===== config.mk =====
export PLATFORM = sky130hd
export DESIGN_NAME = pipe_skid_stage
export DESIGN_NICKNAME = d
export VERILOG_FILES = /design/src/rtl/pipe_pkg.sv /design/src/rtl/pipe_data_reg.sv /design/src/rtl/pipe_skid_stage.sv
export SDC_FILE = /design/constraint.sdc
export NUM_CORES = 1
export LEC_CHECK = 0
export ABC_AREA = 1
export ABC_CLOCK_PERIOD_IN_PS = 1500
export CAP_MARGIN = 20
export CORE_MARGIN = 10
export CORE_UTILIZATION = 46
export CTS_CLUSTER_DIAMETER = 60
export DETAILED_ROUTE_END_ITERATION = 7
export HOLD_SLACK_MARGIN = 0.08
export PLACE_DENSITY = 0.8
export SLEW_MARGIN = 20
export SYNTH_ARGS = -nofsm -noshare
export SYNTH_HDL_FRONTEND = slang
export SYNTH_SLANG_ARGS = --single-unit

===== constraint.sdc =====
create_clock -name clk -period 1.5 [get_ports clk]
set_clock_uncertainty 0.05 [all_clocks]
set_input_delay 0.15 -clock clk [delete_from_list [all_inputs] [get_ports clk]]
set_output_delay 0.15 -clock clk [all_outputs]
set_load 0.05 [all_outputs]

===== src/rtl/pipe_pkg.sv =====
`default_nettype none
// ============================================================================
// Module  : pipe_pkg
// Brief   : State encoding and channel-slice helper for the skid stage.
// Revision: 1.0  initial release
// ============================================================================
package pipe_pkg;

  localparam logic [1:0] ST_EMPTY = 2'd0;
  localparam logic [1:0] ST_ONE   = 2'd1;
  localparam logic [1:0] ST_FULL  = 2'd2;

  // 2'd3 is named so the decoder can recover from it explicitly.
  typedef enum logic [1:0] {
    S_EMPTY   = ST_EMPTY,
    S_ONE     = ST_ONE,
    S_FULL    = ST_FULL,
    S_ILLEGAL = 2'd3
  } state_e;

  function automatic int unsigned chan_lsb(input int unsigned k, input int unsigned width);
    return k * width;
  endfunction

endpackage
`default_nettype wire


===== src/rtl/pipe_data_reg.sv =====
`default_nettype none
// ============================================================================
// Module  : pipe_data_reg
// Brief   : Load-enabled data register, async active-low clear to zero.
// Revision: 1.0  initial release
// ============================================================================
module pipe_data_reg #(
  parameter int WIDTH    = 32,
  parameter int CHANNELS = 2
) (
  input  logic                      clk,
  input  logic                      rst,
  input  logic                      load_i,
  input  logic [WIDTH*CHANNELS-1:0] d_i,
  output logic [WIDTH*CHANNELS-1:0] q_o
);

  logic [WIDTH*CHANNELS-1:0] data_q;

  always_ff @(posedge clk or negedge rst) begin
    if (!rst) begin
      data_q <= '0;
    end else if (load_i) begin
      data_q <= d_i;
    end
  end

  assign q_o = data_q;

endmodule
`default_nettype wire


===== src/rtl/pipe_skid_stage.sv =====
`default_nettype none
// ============================================================================
// Module  : pipe_skid_stage
// Brief   : Valid/ready pipeline register with two-entry skid and flush.
// Revision: 1.0  initial release
// ============================================================================
module pipe_skid_stage
  import pipe_pkg::*;
#(
  parameter int WIDTH    = 32,
  parameter int CHANNELS = 2
) (
  input  logic                      clk,
  input  logic                      rst,
  input  logic                      flush,
  input  logic                      in_valid,
  output logic                      in_ready,
  input  logic [WIDTH*CHANNELS-1:0] in_data,
  output logic                      out_valid,
  input  logic                      out_ready,
  output logic [WIDTH*CHANNELS-1:0] out_data
);

  localparam int BITS = WIDTH * CHANNELS;

  state_e          state_q, state_d;
  logic            in_ready_q, out_valid_q;
  logic            in_fire, out_fire;
  logic            main_load, skid_load, main_from_skid;
  logic [BITS-1:0] main_d, main_q, skid_q;

  assign in_fire  = in_valid & in_ready_q;
  assign out_fire = out_valid_q & out_ready;

  always_comb begin
    state_d        = state_q;
    main_load      = 1'b0;
    skid_load      = 1'b0;
    main_from_skid = 1'b0;
    if (flush) begin
      state_d = S_EMPTY;
    end else begin
      unique case (state_q)
        S_EMPTY: begin
          if (in_fire) begin
            main_load = 1'b1;
            state_d   = S_ONE;
          end
        end
        S_ONE: begin
          if (in_fire && out_fire) begin
            main_load = 1'b1;
          end else if (in_fire) begin
            skid_load = 1'b1;
            state_d   = S_FULL;
          end else if (out_fire) begin
            state_d = S_EMPTY;
          end
        end
        S_FULL: begin
          if (out_fire) begin
            main_load      = 1'b1;
            main_from_skid = 1'b1;
            state_d        = S_ONE;
          end
        end
        default: state_d = S_EMPTY;
      endcase
    end
  end

  // Handshake outputs are flopped from the next state so neither has a
  // combinational path from out_ready or in_valid.
  always_ff @(posedge clk or negedge rst) begin
    if (!rst) begin
      state_q     <= S_EMPTY;
      in_ready_q  <= 1'b1;
      out_valid_q <= 1'b0;
    end else begin
      state_q     <= state_d;
      in_ready_q  <= (state_d != S_FULL);
      out_valid_q <= (state_d != S_EMPTY);
    end
  end

  assign main_d = main_from_skid ? skid_q : in_data;

  pipe_data_reg #(.WIDTH(WIDTH), .CHANNELS(CHANNELS)) u_main (
    .clk    (clk),
    .rst    (rst),
    .load_i (main_load),
    .d_i    (main_d),
    .q_o    (main_q)
  );

  pipe_data_reg #(.WIDTH(WIDTH), .CHANNELS(CHANNELS)) u_skid (
    .clk    (clk),
    .rst    (rst),
    .load_i (skid_load),
    .d_i    (in_data),
    .q_o    (skid_q)
  );

  assign in_ready  = in_ready_q;
  assign out_valid = out_valid_q;
  assign out_data  = main_q;

endmodule
`default_nettype wire


# Word level (Yosys, flattened, before mapping)
# Index checks and enable logic that the tools add are counted.
# Widths: inputs -> output; s select.
[op_classes]
n_eq_ne = 3
n_mux = 18
n_bitwise = 2
reduce_logical = 3
[op_table]
columns = ["cell", "n"]
rows = [
  ["$mux 64", 1],
  ["$mux 2", 6],
  ["$mux 1", 9],
  ["$pmux 2 s3", 1],
  ["$pmux 1 s3", 1],
  ["$and 1x1->1", 2],
  ["$eq 2x1->1 const B", 1],
  ["$eq 2x2->1 const B", 1],
  ["$logic_not 2->1", 1],
  ["$ne 2x2->1 const B", 1],
  ["$reduce_bool 2->1", 1],
  ["$logic_and 1x1->1", 1],
]
[word_totals]
ff_bits = 132
inputBits = 69
out_inout_bits = 66
elab_cells = 31

# Longest topological paths before layout
# Gate-level depths: netlist of the first run.
[depth]
depth_word = 7
depth_mapped = 9

# Hierarchy
# A second synthesis of the first run with hierarchy kept.
[unflattened]
hier_cells = 790
hier_area_um2 = 6264.8
[by_module_without_submodules]
columns = ["mod", "instances", "cells_per_inst", "area_each_um2", "seq_area_each_um2"]
rows = [
  ["pipe_data_reg", 2, 270, 2446.1, 1601.5],
  ["pipe_skid_stage", 1, 250, 1372.6, 101.3],
]

# Worst setup path before layout of the first run
# OpenSTA, ideal clock, no wires.
[synth_timing]
kind = "register to register"
start = "reg out_valid_q (netlist: out_valid)"
end = "reg u_main.data_q[10] (netlist: u_main.q_o[10])"
arrival_time_ns = 1.572
required_ns = 1.332
path_slack_ns = -0.240
path_stages_with_launch = 10
n_path_buf = 2
path_cell_list = "dfrtp_1 > nand2_1 > inv_2 > nand2_2 > nand2_1 > nand2_1 > buf_4 > buf_4 > nand2_1 > nand2_1"
[synth_via]
elab_chain_len = 5
word_cells_on_any_way = 9
[synth_rtl]
columns = ["item", "line_no", "rtl"]
rows = [
  ["from (decl)", "pipe_skid_stage.sv:27", "logic in_ready_q, out_valid_q;"],
  ["from (signal assigned)", "pipe_skid_stage.sv:82", "out_valid_q <= (state_d != S_EMPTY);"],
  ["$and 1x1->1 *", "pipe_skid_stage.sv:33", "assign out_fire = out_valid_q & out_ready;"],
  ["$logic_and 1x1->1 / $mux 1 (equally long branches)", "pipe_skid_stage.sv:51, pipe_skid_stage.sv:61", ""],
  ["$mux 1, on equally long branches", "pipe_skid_stage.sv:51, pipe_skid_stage.sv:43", ""],
  ["$pmux 1 s3 / $mux 1 (equally long branches)", "pipe_skid_stage.sv:43, pipe_skid_stage.sv:40", ""],
  ["$mux 1 / $mux 64 (equally long branches)", "pipe_skid_stage.sv:40, pipe_skid_stage.sv:86", ""],
  ["to (signal assigned)", "pipe_data_reg.sv:24", "data_q <= d_i;"],
  ["to (decl)", "pipe_data_reg.sv:18", "logic [WIDTH*CHANNELS-1:0] data_q;"],
]
# Every way passes the cells marked *; elsewhere a longest branch is shown, timed or not.
# A chain may end at the register's enable or synchronous reset.

# Worst setup path after layout of the first run
[layout_timing]
start = "reg in_ready_q (netlist: in_ready)"
end = "reg u_main.data_q[37] (netlist: u_main.q_o[37])"
[layout_via]
elab_chain_len = 5
word_cells_on_any_way = 6
[layout_rtl]
columns = ["item", "line_no", "rtl"]
rows = [
  ["from (decl)", "pipe_skid_stage.sv:27", ""],
  ["from (signal assigned)", "pipe_skid_stage.sv:81", "in_ready_q <= (state_d != S_FULL);"],
  ["$and 1x1->1 *", "pipe_skid_stage.sv:32", "assign in_fire = in_valid & in_ready_q;"],
  ["$logic_and 1x1->1", "pipe_skid_stage.sv:51", "if (in_fire && out_fire) begin"],
  ["$mux 1", "pipe_skid_stage.sv:51", ""],
  ["$pmux 1 s3 *", "pipe_skid_stage.sv:43", "unique case (state_q)"],
  ["$mux 1 *", "pipe_skid_stage.sv:40", "if (flush) begin"],
]
# Marks and branches as above.

==> summary.txt, run 1 <==
Power and ir drop
  – Comb pwr share: 34.8%
  – Peak VDD IR: 0.001004 V
  – Net Switching: 5745 uW
  – Clock Power Share: 27.7%
  – PD cells: 1657 mW/mm^2
  – Cell leakage power: 0.004821 uW
  – Internal Pwr Total: 9391 uW
  – Seq pwr share: 37.4%
  – Sw frac: 37.95%

Cells and area
  – Number of fill cells: 1006
  – Final nets: 1016
  – Layout cells sized above 1: 25.73%
  – # diodes: 0
  – Post-Layout Inst Area: 0.009136 mm^2
  – Layout area overhead: 49.11%

Yosys
  – Top cells by count, synth: nand2_1 (448), dfrtp_1 (131), nand3_1 (130)
  – Unique masters post-synth: 18
  – Synth Flop Type: dfrtp_1
  – Post-Syn Nets: 857
  – Top cell type by total area after synthesis: dfrtp_1
  – Seq/Total Area, Yosys: 53.93%
  – Syn avg cell area: 7.776 um^2
  – Synthesized area: 0.006127 mm^2
  – Fraction of registers with async set/reset: 100.0%
  – Count leader, synth: nand2_1
  – FF+latch count, synth: 132
  – Yosys warning count: 0
  – Number of synthesized flops with an enable pin: 0
  – Yosys top cell area share: 53.50%
  – Syn Inst Count: 788
  – Area contributors post-synth: dfrtp_1 (54%), nand2_1 (27%), nand3_1 (11%)

GRT
  – Total global routing overflow: 0
  – First-pass GRT wire length: 28.23 mm
  – Initial antenna violation count: 0
  – Vias in the first global route: 5588
  – Pin count of the biggest net entering global routing: 46
  – Total global-route track usage: 19.00%

Setup path
  – RR Startpoint: in_ready
  – RR Endpoint: u_main.q_o[37]
  – Largest incremental delay on the critical path: 0.55 ns
  – R2R depth: 8
  – Crit. End Element: flip-flop
  – Cell Chain, Critical Path: nand2_4 > nor2_4 > nand2_2 > a21oi_4 > buf_12 > clkbuf_16 > nand2_1 > nand2_1
  – Slowest cell on crit path: dfstp_2
  – Most common cell on crit path: nand2_1
  – Crit Path Max Fanout: 8
  – WP data arrival: 1.89 ns
  – Worst R2R Setup Slack: -0.09 ns
  – Setup CP Type: reg2reg
  – WP data required: 1.81 ns
  – Critical path launch point type: flip-flop

Clock network
  – # clock sinks: 132
  – Clock Tree Buf Depth: 2
  – Clk_lat worst skew: 0.42 ns
  – Clk slew on worst S/H paths: 0.05 ns
  – TritonCTS Buffers: 17
  – CTS tree: yes
  – H-tree levels: 4
  – Root Buffer: clkbuf_16

Timing
  – Final hold violation count: 0
  – Fin crit share: 105.8%
  – Final min period: 1.587 ns
  – Minimum hold slack: 0.1248 ns
  – Setup violations, final: 64
  – RSZ-0062 raised after global routing: true
  – Worst setup margin: -0.08654 ns
  – TNS Setup: -3.384 ns
  – Slew margin rel.: 77.89%
  – Slew @ Worst Pin: 0.3317 ns
  – Final slew viol count: 0
  – Highest Clock Rate: 0.6303 GHz

Floorplanning
  – Die area: 0.01834 mm^2
  – Row count: 42
  – Initial core utilization: 46.64%
  – Die span in y: 135.4 um
  – Die Wd: 135.4 um
  – IO Count: 135
  – Core area: 0.01314 mm^2

Place
  – Worst slack, placed: -0.1855 ns
  – Port Buffer Count: 134
  – Post-DP HPWL: 10.93 mm
  – Gpl congestion: 0.7741
  – Placed Area: 0.007614 mm^2

Hold path
  – Hold Path Class: in2async

Routing
  – Via count: 6024
  – Detailed-route DRC error count: 0
  – Drt initial violations: 544
  – WL final: 20.62 mm
  – Router iterations before antenna repair: 6
  – Routed wire per std cell: 18.15 um
  – Vias per Instance: 5.303
  – Post-route ant nets: 0

Run status
  – Outcome: complete, but fails checks
  – Failing checks: negative setup slack

Job
  – Max Cap Viol: 0
-- stage by stage --
| stage | power [uW] | instances | util [%] |
|---|---|---|---|
| 2_1_floorplan | 8524 | 788 | - |
| 3_3_place_gp | 10080 | 1073 | 57.95 |
| 3_5_place_dp | 10180 | 1073 | 57.95 |
| 4_1_cts | 14380 | 1106 | 62.59 |
| 5_1_grt | 15860 | 1136 | 69.54 |
| 6_report | 15140 | 1136 | 69.54 |
-- how the worst max path moves through the flow --
stage,start,endpoint,cells past startpoint
after detailed placement,in_valid,u_main.q_o[54],8
after global routing,in_ready,u_main.q_o[37],8
after global placement,in_valid,u_main.q_o[54],8
final,in_ready,u_main.q_o[37],8
after CTS,in_ready,u_main.q_o[58],8
after floorplan,in_ready,u_main.q_o[10],9
-- timing repair --
item                                    in CTS  in global routing
cloned                                       0                 20
buffers inserted                             0                 10
endpoints found under the setup margin      47                130
hold endpoints to repair                   131                  0
resized for setup                            1                112
pin swaps                                    0                 20
hold buffers                                 1                  0
-- power groups by stage --
stage	logic (uW)	registers [uW]	clock network (uW)
after floorplan	1370	7150	0
after global placement	4570	5500	0
after detailed placement	4660	5530	0
after CTS	4660	5490	4220
after global routing	5670	5780	4410
final	5270	5670	4200
-- layer usage --
metal	up-vias	share of wire (%)	GRT usage, %
li1	2806	-	-
met1	2885	43	25.13
met2	288	47	28.95
met3	45	8.5	5.823
met4	0	2.2	6.459
met5	-	0	0
-- sequential cells by signal, summed over array words and instances, names as in the netlist --
signal	flops
u_main.q_o	64
out_valid	1
state_q	2
in_ready	1
u_skid.q_o	64
-- layout by cell type, fill, tap and decap left out, drive strengths merged --
cell type	n
clkdlybuf4s50	67
a21oi	3
dlygate4sd3	1
inv	5
nor2	5
dfrtp	131
dfstp	1
clkinv	2
nand2	460
clkbuf	43
nand3	131
buf	108
o21ai	1
bufinv	2
-- critical path: cells and delay by family (launching register included) --
| kind | cells | cell delay (ns) |
|---|---|---|
| buffers and inverters | 2 | 0.34 |
| AND/OR/NAND/NOR | 5 | 0.40 |
| AO/OA/AOI/OAI | 1 | 0.18 |
| flip-flops | 1 | 0.55 |
-- final cells by class --
type	count	area [um^2]	share of cell area [%]
inverter	5	18.77	0.2054
tap	176	220.2	2.410
clock inverter	4	70.07	0.7669
clock buffer	28	526.8	5.766
sequential	132	3307	36.20
timing repair buffer	191	2173	23.79
multi-input combinational	600	2820	30.87
-- logic make-up after synthesis --
| logic type | share of synthesized area [%] |
|---|---|
| buffers and inverters | 5.656 |
| and+or+nand+nor | 39.90 |
| DFF | 53.93 |
| AOI/OAI and AO/OA | 0.5105 |
No activity file was read; power rests on OpenSTA's default activity.
==> run 2: changes to the inputs <==
--- a/config.mk
+++ b/config.mk
@@ -14,6 +14,7 @@
 export DETAILED_ROUTE_END_ITERATION = 7
 export HOLD_SLACK_MARGIN = 0.08
 export PLACE_DENSITY = 0.8
+export SETUP_SLACK_MARGIN = 0.5
 export SLEW_MARGIN = 20
 export SYNTH_ARGS = -nofsm -noshare
 export SYNTH_HDL_FRONTEND = slang
==> summary.txt, run 2 (synthesis gave the netlist of run 1 again) <==
Setup path
  – Most common cell on crit path: buf_6
  – Critical path launch point type: flip-flop
  – Crit. End Element: flip-flop
  – Crit Path Max Fanout: 8 (unchanged)
  – Largest incremental delay on the critical path: 0.42 ns (-0.13 ns)
  – WP data arrival: 1.90 ns (about the same)
  – Cell Chain, Critical Path: nand2_4 > inv_4 > buf_6 > nor2_4 > nand2_8 > buf_6 > clkbuf_16 > nand2_2 > nand2_1
  – Slowest cell on crit path: dfrtp_2
  – WP data required: 1.74 ns (-0.07 ns)
  – Setup CP Type: reg2reg

Timing
  – Setup violations, final: 122 (+91%)
  – Fin crit share: 110.8% (+5.0 points)
  – Minimum hold slack: 0.1509 ns (+0.02601 ns)
  – Final slew viol count: 0 (unchanged)
  – Slew @ Worst Pin: 0.3610 ns (+0.02927 ns)
  – Final hold violation count: 0 (unchanged)
  – RSZ-0062 raised after global routing: true
  – Highest Clock Rate: 0.6016 GHz (-4.6%)
  – Final min period: 1.662 ns (+0.07568 ns)
  – Slew margin rel.: 75.94% (-2.0 points)
  – Worst setup margin: -0.1622 ns (-0.07568 ns)

Floorplanning
  – Die span in y: 135.4 um (unchanged)
  – Core area: 0.01314 mm^2 (unchanged)
  – Die area: 0.01834 mm^2 (unchanged)
  – Initial core utilization: 46.64% (unchanged)
  – Row count: 42 (unchanged)
  – IO Count: 135 (unchanged)
  – Die Wd: 135.4 um (unchanged)

Cells and area
  – Post-Layout Inst Area: 0.01023 mm^2 (+12%)
  – Commonest non-fill, non-tap cell in the layout: nand2_1
  – Commonest cells after routing, fill and taps aside: nand2_1 (361), dfrtp_1 (129), nand3_1 (94)
  – Final core occ: 77.89% (+8.3 points)
  – Number of fill cells: 769 (-24%)
  – Layout cells sized above 1: 35.33% (+9.6 points)
  – Register area: 0.003307 mm^2 (unchanged)
  – # diodes: 0 (unchanged)
  – Area of the multi-input gates: 0.003052 mm^2 (+8.2%)
  – Final nets: 1078 (+6.1%)
  – Layout area overhead: 67.00%

GRT
  – Initial antenna violation count: 0 (unchanged)
  – Total global routing overflow: 0 (unchanged)
  – Total global-route track usage: 20.68% (+1.7 points)
  – Vias in the first global route: 6067 (+8.6%)
  – Pin count of the biggest net entering global routing: 51 (+11%)
  – First-pass GRT wire length: 30.56 mm (+8.2%)

Clock network
  – Clk_lat worst skew: 0.42 ns (about the same)
  – Clk slew on worst S/H paths: 0.06 ns (about the same)
  – Root Buffer: clkbuf_16
  – Clock Tree Buf Depth: 2 (unchanged)
  – H-tree levels: 4 (unchanged)
  – TritonCTS Buffers: 17 (unchanged)
  – CTS tree: yes
  – # clock sinks: 132 (unchanged)

Job
  – Max Cap Viol: 0 (unchanged)

Place
  – Port Buffer Count: 134 (unchanged)
  – Gpl congestion: 0.8322 (+7.5%)
  – Placed Area: 0.007694 mm^2 (+1.1%)
  – Post-DP HPWL: 11.27 mm (+3.0%)

Routing
  – Post-route ant nets: 0 (unchanged)
  – Vias per Instance: 5.513 (+4.0%)
  – Drt initial violations: 655 (+20%)
  – Router iterations before antenna repair: 5 (-1)
  – Detailed-route DRC error count: 0 (unchanged)
  – WL final: 23.77 mm (+15%)
  – Routed wire per std cell: 19.89 um (+9.6%)
  – Via count: 6588 (+9.4%)

Power and ir drop
  – Cell leakage power: 0.005248 uW (+8.8%)
  – PD cells: 1567 mW/mm^2 (-5.4%)
  – Peak VDD IR: 0.0008583 V (-14%)

Run status
  – Failing checks: negative setup slack
  – Outcome: complete, but fails checks

Hold path
  – Hold Path Class: in2async
==> run 2: metrics by stage <==
step                worst slack [ns]  total power (uW)  instances  setup TNS, ns
finish                       -0.1622             16040       1195         -9.864
global route                 -0.2082             16660       1195         -16.44
CTS                         -0.04058             14800       1145         -1.510
detailed placement           -0.2002             10210       1078         -20.85
global placement             -0.1790             10100       1078         -18.48
floorplan                    -0.1484              8533        788         -8.819
==> run 2: cell type report <==
| cell class | count | share of cell area, % |
|---|---|---|
| Inverter | 5 | 0.2079 |
| Sequential cell | 132 | 32.32 |
| Timing Repair Buffer | 254 | 30.61 |
| Tap cell | 176 | 2.152 |
| Multi-Input combinational cell | 599 | 29.82 |
| Clock inverter | 6 | 0.3179 |
| Clock buffer | 23 | 4.573 |
==> run 2: final timing paths <==
check / startpoint / end / slack [ns] / cells after the start
setup reg to reg: out_valid / u_skid.q_o[39] / -0.16 / 9
max in group asynchronous: rst / in_ready / 0.69 / 3
hold / removal: rst / u_skid.q_o[55] / 0.15 / 2
min in group clk: in_data[43] / u_skid.q_o[43] / 0.28 / 3
setup / recovery: out_valid / u_skid.q_o[39] / -0.16 / 9
hold reg to reg: u_skid.q_o[48] / u_skid.q_o[48] / 0.43 / 2
==> run 2: power breakdown <==
part	total (uW)	internal [uW]	switching [uW]
Clock	3660	2150	1500
Sequential	5870	4820	1050
Combinational	6510	2780	3730
==> run 2: timing repair <==
action | in CTS | in global routing
buffers inserted | 31 | 33
setup endpoints to repair | 198 | 198
gates cloned | 6 | 17
hold endpoints to repair | 131 | 0
pin swaps | 33 | 42
resized for setup | 150 | 111
hold buffers | 1 | 0
==> run 2: worst max-delay path: cells and delay by family (launching register included) <==
family	cells	cell delay (ns)
and+or+nand+nor	5	0.61
buffers and inverters	4	0.47
DFF	1	0.42
==> run 2: layer usage <==
layer	vias to the layer above	track usage [%]	routed length, um
met3	106	6.825	2392
li1	2928	-	-
met5	-	0	0
met2	413	33.67	11550
met4	0	7.356	959
met1	3141	25.09	8861
